[src/rtl/burst_word_packer.sv]
// Packs a valid/last-qualified byte stream little-endian into BYTES_PER_WORD-byte words.
// Define BURST_CHECKSUM_EN to append a mod-256 checksum word after each burst.
module burst_word_packer #(
    parameter int BYTES_PER_WORD = 4,
    parameter int MAX_BURST      = 8,
    parameter int CNT_W          = 16
) (
    input  logic                        clk,
    input  logic                        rst,
    input  logic                        in_valid,
    input  logic [7:0]                  in_data,
    input  logic                        in_last,
    output logic                        in_ready,
    output logic                        out_valid,
    output logic [8*BYTES_PER_WORD-1:0] out_data,
    output logic                        out_last,
    input  logic                        out_ready,
    output logic [CNT_W-1:0]            burst_count,
    output logic                        err_len,
    output logic [1:0]                  state_dbg
);

    localparam int W     = 8 * BYTES_PER_WORD;
    localparam int IDX_W = (BYTES_PER_WORD > 1) ? $clog2(BYTES_PER_WORD) : 1;
    localparam int BC_W  = $clog2(MAX_BURST + 1);

    localparam logic [1:0] S_IDLE  = 2'd0;
    localparam logic [1:0] S_FILL  = 2'd1;
    localparam logic [1:0] S_HOLD  = 2'd2;
    localparam logic [1:0] S_CKSUM = 2'd3;

    // Handshakes: a byte moves when in_valid && in_ready, a word moves when
    // out_valid && out_ready; out_data/out_last are frozen while out_valid && !out_ready.

    logic [1:0]       state;
    logic [W-1:0]     acc;
    logic [IDX_W-1:0] idx;
    logic [BC_W-1:0]  byte_cnt;
`ifdef BURST_CHECKSUM_EN
    logic [7:0]       sum;
`endif

    logic             out_stall;
    logic             in_fire;
    logic             out_fire;
    logic             hit_max;
    logic             burst_end;
    logic             word_done;
    logic [W-1:0]     word_next;

    assign state_dbg = state;
    assign out_stall = out_valid && !out_ready;
    assign in_ready  = ((state == S_IDLE) || (state == S_FILL)) && !out_stall;
    assign in_fire   = in_valid && in_ready;
    assign out_fire  = out_valid && out_ready;
    assign hit_max   = (byte_cnt == BC_W'(MAX_BURST - 1));
    assign burst_end = in_last || hit_max;
    assign word_done = (idx == IDX_W'(BYTES_PER_WORD - 1)) || burst_end;

    // acc only holds lanes already written this word, so unfilled lanes stay zero.
    always_comb begin
        word_next = acc;
        word_next[{idx, 3'b000} +: 8] = in_data;
    end

    always_ff @(posedge clk or posedge rst) begin
        if (rst) begin
            state       <= S_IDLE;
            acc         <= '0;
            idx         <= '0;
            byte_cnt    <= '0;
            out_valid   <= 1'b0;
            out_data    <= '0;
            out_last    <= 1'b0;
            burst_count <= '0;
            err_len     <= 1'b0;
`ifdef BURST_CHECKSUM_EN
            sum         <= '0;
`endif
        end else begin
            if (out_fire) begin
                out_valid <= 1'b0;
                if (out_last) begin
                    burst_count <= burst_count + 1'b1;
                end
            end

            case (state)
                S_IDLE, S_FILL: begin
                    if (in_fire) begin
                        if (word_done) begin
                            // Loading here overrides the drain above: no bubble.
                            out_data  <= word_next;
                            out_valid <= 1'b1;
                            acc       <= '0;
                            idx       <= '0;
                            if (burst_end) begin
                                byte_cnt <= '0;
                                if (hit_max && !in_last) begin
                                    err_len <= 1'b1;
                                end
`ifdef BURST_CHECKSUM_EN
                                out_last <= 1'b0;
                                sum      <= sum + in_data;
                                state    <= S_CKSUM;
`else
                                out_last <= 1'b1;
                                state    <= S_HOLD;
`endif
                            end else begin
                                byte_cnt <= byte_cnt + 1'b1;
                                out_last <= 1'b0;
                                state    <= S_FILL;
`ifdef BURST_CHECKSUM_EN
                                sum      <= sum + in_data;
`endif
                            end
                        end else begin
                            acc      <= word_next;
                            idx      <= idx + 1'b1;
                            byte_cnt <= byte_cnt + 1'b1;
                            state    <= S_FILL;
`ifdef BURST_CHECKSUM_EN
                            sum      <= sum + in_data;
`endif
                        end
                    end
                end
                S_HOLD: begin
                    if (out_fire) begin
                        state <= S_IDLE;
                    end
                end
                S_CKSUM: begin
`ifdef BURST_CHECKSUM_EN
                    if (!out_valid || out_ready) begin
                        out_data  <= W'(sum);
                        out_last  <= 1'b1;
                        out_valid <= 1'b1;
                        sum       <= '0;
                        state     <= S_HOLD;
                    end
`else
                    state <= S_IDLE;
`endif
                end
                default: state <= S_IDLE;
            endcase
        end
    end

endmodule

[config.mk]
export PLATFORM = sky130hd
export DESIGN_NAME = burst_word_packer
export DESIGN_NICKNAME = d
export VERILOG_FILES = /design/src/rtl/burst_word_packer.sv
export SDC_FILE = /design/constraint.sdc
export NUM_CORES = 1
export LEC_CHECK = 0
export BUFFER_PORTS_ARGS = -buffer_cell sky130_fd_sc_hd__buf_2
export CORE_MARGIN = 1.5
export CORE_UTILIZATION = 51
export CTS_CLUSTER_SIZE = 10
export DETAILED_ROUTE_END_ITERATION = 10
export MAX_ROUTING_LAYER = met4
export PLACE_DENSITY = 0.76
export SYNTH_ARGS = -nofsm -noshare
export SYNTH_HDL_FRONTEND = slang
export SYNTH_SLANG_ARGS = --single-unit
[constraint.sdc]
create_clock -name clk -period 2.9 [get_ports clk]
set_clock_uncertainty 0.15 [all_clocks]
set_input_delay 0.58 -clock clk [delete_from_list [all_inputs] [get_ports clk]]
set_output_delay 0.58 -clock clk [all_outputs]
set_load 0.01 [all_outputs]
### Yosys cells after proc, flatten, opt, wreduce, memory -nomap -nowiden

Cells that the tools add are included.

* mux-type cells: 15
* add/subtract/negate cells: 4
* reductions and logical operators: 18
* shift-type cells: 2
* equal/unequal tests: 7

Operator list (count)
* bitwise mux 32 bit: 1
* 2-to-1 mux 32 bit: 1
* variable shift 8 x 7 -> 32 bit, first input constant: 1
* indexed part select 8 x 7 -> 32 bit: 1
* adder 16 x 1 -> 16 bit, second input constant: 1
* 2-to-1 mux 2 bit: 5
* 2-to-1 mux 4 bit: 2
* negator 5 -> 7 bit: 1
* == test 2 bit, second input constant: 3
* case mux 2 bit (3 select lines): 1
* AND reduction 2 bit: 3
* logical AND 1 bit: 5
* 2-to-1 mux 1 bit: 5
* AND reduction 5 bit: 1
* adder 4 x 1 -> 4 bit, second input constant: 1
* == test 4 x 3 -> 1 bit, second input constant: 1
* != test 2 bit, second input constant: 2
* logical NOT 1 bit: 3
* logical OR 1 bit: 3
* AND reduction 3 bit: 1
* adder 2 x 1 -> 2 bit, second input constant: 1
* == test 2 x 1 -> 1 bit, second input constant: 1
* logical NOT 2 bit: 1
* OR reduction 2 bit: 1

* register bits: 91
* output and inout bits: 54
* input bits: 13
* logic and storage cells: 55

### Depth between registers and ports, before layout

* depth after elaboration: 7
* mapped depth: 8
* mapped depth without buffers: 6

### Worst setup path before layout

Ideal clock, no wire load.

* kind: register -> register
* start: reg idx[0]
* end: reg acc[10]
* data required time: 2629 ps
* setup time: 121 ps
* arrival time: 1844 ps
* path slack: 786 ps
* buffers on the path: 2
* cell stages (with the launch flop): 9
* clock period less this slack: 2114 ps
* cell sequence: dfrtp_1 > inv_1 > ha_1 > nor2b_1 > and3_1 > buf_2 > and3_1 > buf_2 > a22o_1

* longest elaborated chain between the ends: 4
* elaborated cells between the ends (all ways): 7
* those cells by class: 1 x add/sub; 1 x eq/ne; 2 x shift; 2 x mux; 1 x reduce/logical

Ends and longest elaborated chain
* from (decl): RTL line 37 `logic [IDX_W-1:0] idx;`
* from (signal assigned): RTL line 120 `idx <= idx + 1'b1;`
* negator 5 -> 7 bit: RTL line 63 `word_next[{idx, 3'b000} +: 8] = in_data;`
* indexed part select 8 x 7 -> 32 bit / variable shift 8 x 7 -> 32 bit (equally long branches): RTL line 63
* bitwise mux 32 bit: RTL line 63
* 2-to-1 mux 32 bit (*): RTL line 91 `if (word_done) begin`
* to (signal assigned): RTL line 119 `acc <= word_next;`
* to (decl): RTL line 36 `logic [W-1:0] acc;`

Every way passes the cells marked *; elsewhere a longest branch is shown, timed or not.
A chain may end at the register's enable or synchronous reset.

### Worst setup path in the final report

* start: reg idx[0]
* end: reg acc[12]

Same word-level chain as after synthesis.

==> results.txt <==
In the routed layout, each cell is associated on average with a via count of 5.54. The detailed-route via count is 3020. The total global routing overflow is 0. The number of synthesis warnings came out at 0. The largest driver fanout on the critical path came out at 12. The final count of hold timing violations was 0. The share of final-layout standard cells stronger than drive strength 1 is 24.4%.

On the final layout, the worst hold slack is 138 ps. The clock transition at the registers of the reported paths is 100 ps. The total number of H-tree levels came out at 3. The number of remaining DRC errors came out at 0. The worst register-to-register path ends at acc[12]. The TritonCTS clock tree is built. The initial antenna violation count is 0. The y dimension of the die came out at 92.9 um. The post-cts gate resize count is 0. The clock insertion delay at the later pin of the skew report is 350 ps. The detailed router's first-iteration violation count came out at between 100 and 150.

The number of filler cells placed in the layout came out at 667. Yosys mapped a number of flops with a built-in enable equal to 0. The boundary pin count came out at between 60 and 70. The final estimated routing congestion in global placement is between 0.7 and 0.8. The most used flip-flop cell after synthesis is sky130_fd_sc_hd__dfrtp_1.

The area of the mapped netlist is 4120 sq um. Synthesis produced between 300 and 400 cells. The initial core utilization is 53.0%. From left edge to right edge, the die measures 92.9 um. The combined flip-flop and latch cell area is 2280 sq um. The signal on the critical path passes through inv_1 > ha_1 > nor2b_1 > and3_1 > and3_1 > a22o_1. Of the post-synthesis cell area, the dominant cell type holds a little under three fifths.

The area of the multi-input gates came out at 1680 sq um. The placeable core region came out at slightly below 8000 sq um. The required time at the worst-slack endpoint is 2980 ps. The maximum clock frequency came out at between 400 and 500 MHz. The share of flip-flops with an asynchronous set or reset after synthesis came out at 100%.

Synthesis inferred 91 register bits. Setup repair after global routing left no endpoint under its margin. The first-pass GRT wire length came out at 14.2 mm. In the global route stage, overall resource usage came out at between 20 and 25%. The deepest clock path buffer count came out at 2.

The max-cap check violation count came out at 0. After synthesis, the most frequently instantiated cells are sky130_fd_sc_hd__dfrtp_1 (91), sky130_fd_sc_hd__a21oi_1 (65), sky130_fd_sc_hd__nor2_1 (37), sky130_fd_sc_hd__nor2b_1 (35), sky130_fd_sc_hd__a22o_1 (17). The most common cell in the synthesized netlist is sky130_fd_sc_hd__dfrtp_1. The number of nets at the end of the flow came out at between 400 and 500. For this run, the slowest stage of the critical path takes between 500 and 600 ps. Power spread over the standard cell area amounts to 866 nW/um^2.

The arrival time of the worst setup path is 2510 ps. The number of diodes came out at 0. In this run the critical register-to-register path is launched from idx[0]. The slowest cell on the critical path is sky130_fd_sc_hd__ha_1.

The final-report max-slew violation count came to 0. The length in cells of the worst reg-to-reg path came out at 6. The number of nets still failing antenna checks after routing is 0.

The smallest clock period supported by the final layout is computed as between 2000 and 2500 ps. In this run the clock root is driven by a sky130_fd_sc_hd__clkbuf_8. The mean instance size in the synthesized netlist is roughly 11 sq um.

The worst setup path is captured at a flop. The number of different library cells used by synthesis comes to 38. The number of detailed-routing iterations run before antenna repair came out at 4. The quantity of hold-fixing buffers added after cts is 0.

The HPWL after detailed placement came out at 5.80 mm. The family of cells with the greatest summed delay on the critical path is simple AND/OR/NAND/NOR gates. The via count of the first global-routing pass is 2885. By area the synthesized netlist is led by sky130_fd_sc_hd__dfrtp_1 (55%), sky130_fd_sc_hd__a21oi_1 (7.9%), sky130_fd_sc_hd__nor2b_1 (5.3%), sky130_fd_sc_hd__a22o_1 (3.6%), sky130_fd_sc_hd__nor2_1 (3.4%). The critical path runs through a total of 6 cells. The worst relative slew slack is 59.6%.

The worst path buffer plus inverter count came out at 1. The floorplan has 32 rows. In this run the static leakage power is 2.24 nW. The run finished with clean final reports. The floorplan step defined a die boundary enclosing 8630 sq um. The cell that appears most often on the critical path is sky130_fd_sc_hd__and3_1. The worst path uses 83.8% of the clock period.

The count of input and output buffers is 66. The number of clock sinks came out at around 90. IR analysis of the VDD net gives a maximum drop of 0.488 mV. Of all cell types, the one taking the most synthesized area is sky130_fd_sc_hd__dfrtp_1. The worst setup path is of the reg2reg kind. Relative to the synthesized area, the layout overhead comes to 14.7%. The worst reg-to-reg setup slack is 470 ps.

At the pin with the least slew margin, the transition time is 605 ps. After routing, the total negative slack on setup checks comes to 0 ps. Setup violations remaining at the end of the flow were counted as 0. The net count after synthesis came out at 404. The tightest min-delay check is of the in2async type. The largest net degree at the start of global routing is 65.

The routed length per instance came out at 15.9 um. The proportion of synthesized chip area in sequential cells came out at 55.3%. The number of clock buffers inserted by TritonCTS came out at 9. STA classifies the critical path startpoint as a flop. The final wirelength came out at around 8.7 mm. The number of setup buffers added after CTS is 0.
[layout make-up]
cell class / count / share of cell area [%]
Multi-Input combinational cell: 260 / 35.5
Clock buffer: 10 / 2.91
Sequential cell: 91 / 48.2
Timing Repair Buffer: 73 / 8.90
Tap cell: 102 / 2.70
Inverter: 4 / 0.397
Clock inverter: 5 / 1.35
[per-stage QoR]
stage	power, W	area (sq um)	util (%)	setup WS, ps	std cells
after floorplan	0.00276	4120	-	786	383
after global placement	0.00320	4520	58.2	622	530
after detailed placement	0.00325	4520	58.2	523	530
after CTS	0.00412	4720	60.8	515	545
after global routing	0.00435	4720	60.8	340	545
final	0.00409	4720	60.8	470	545
[layer usage]
metal  vias up  global-route usage [%]  part of all wire [%]
li1       1453                       -                     -
met1      1497                    30.5                    48
met2        64                    31.8                    47
met3         6                    3.37                   3.6
met4         0                    8.08                  0.78
met5         -                       -                     0
[worst register-to-register path: stages (launching register included)]
cell,delay [ps]
sky130_fd_sc_hd__dfrtp_1,460
sky130_fd_sc_hd__inv_1,210
sky130_fd_sc_hd__ha_1,540
sky130_fd_sc_hd__nor2b_1,120
sky130_fd_sc_hd__and3_1,310
sky130_fd_sc_hd__and3_1,320
sky130_fd_sc_hd__a22o_1,220
[registers in the layout (all words and copies together), names as in the netlist]
register	flops
out_valid	1
out_data	32
out_last	1
acc	32
byte_cnt	4
burst_count	16
err_len	1
idx	2
state_dbg	2
[cell usage in the layout, fill, tap and decap left out, types with 8 or more instances in the layout]
cell	n
sky130_fd_sc_hd__a32o_1	8
sky130_fd_sc_hd__a21oi_1	65
sky130_fd_sc_hd__nand2_1	16
sky130_fd_sc_hd__a22o_1	17
sky130_fd_sc_hd__a22o_2	8
sky130_fd_sc_hd__buf_2	66
sky130_fd_sc_hd__ha_1	8
sky130_fd_sc_hd__xnor2_1	12
sky130_fd_sc_hd__nor2b_1	35
sky130_fd_sc_hd__dfrtp_1	91
sky130_fd_sc_hd__clkbuf_8	10
sky130_fd_sc_hd__nor2_1	37
[report_power, final]
group	internal, W	switching (W)
Combinational	0.000559	0.000798
Clock	0.000422	0.000445
Sequential	0.00162	0.000245
Total	0.00260	0.00149
[worst max path at each step]
stage	from	to
finish	idx[0]	acc[12]
global route	idx[0]	acc[13]
detailed placement	idx[0]	acc[8]
CTS	idx[0]	acc[8]
floorplan	idx[0]	acc[10]
global placement	idx[0]	acc[11]
[kinds of logic (layout without fill, tap and decap cells)]
kind of cell               after synthesis  in the layout  share of synthesized area, %
and+or+nand+nor                        124            124                          16.4
AOI/OAI and AO/OA                      112            112                          18.5
DFF                                     91             91                          55.3
buffers and inverters                   32             92                          3.98
xor gates and xnor gates                15             15                          3.19
adders and majority gates                8              8                          2.43
muxes                                    1              1                         0.273
Note: power is estimated with default switching activity, not from simulation.
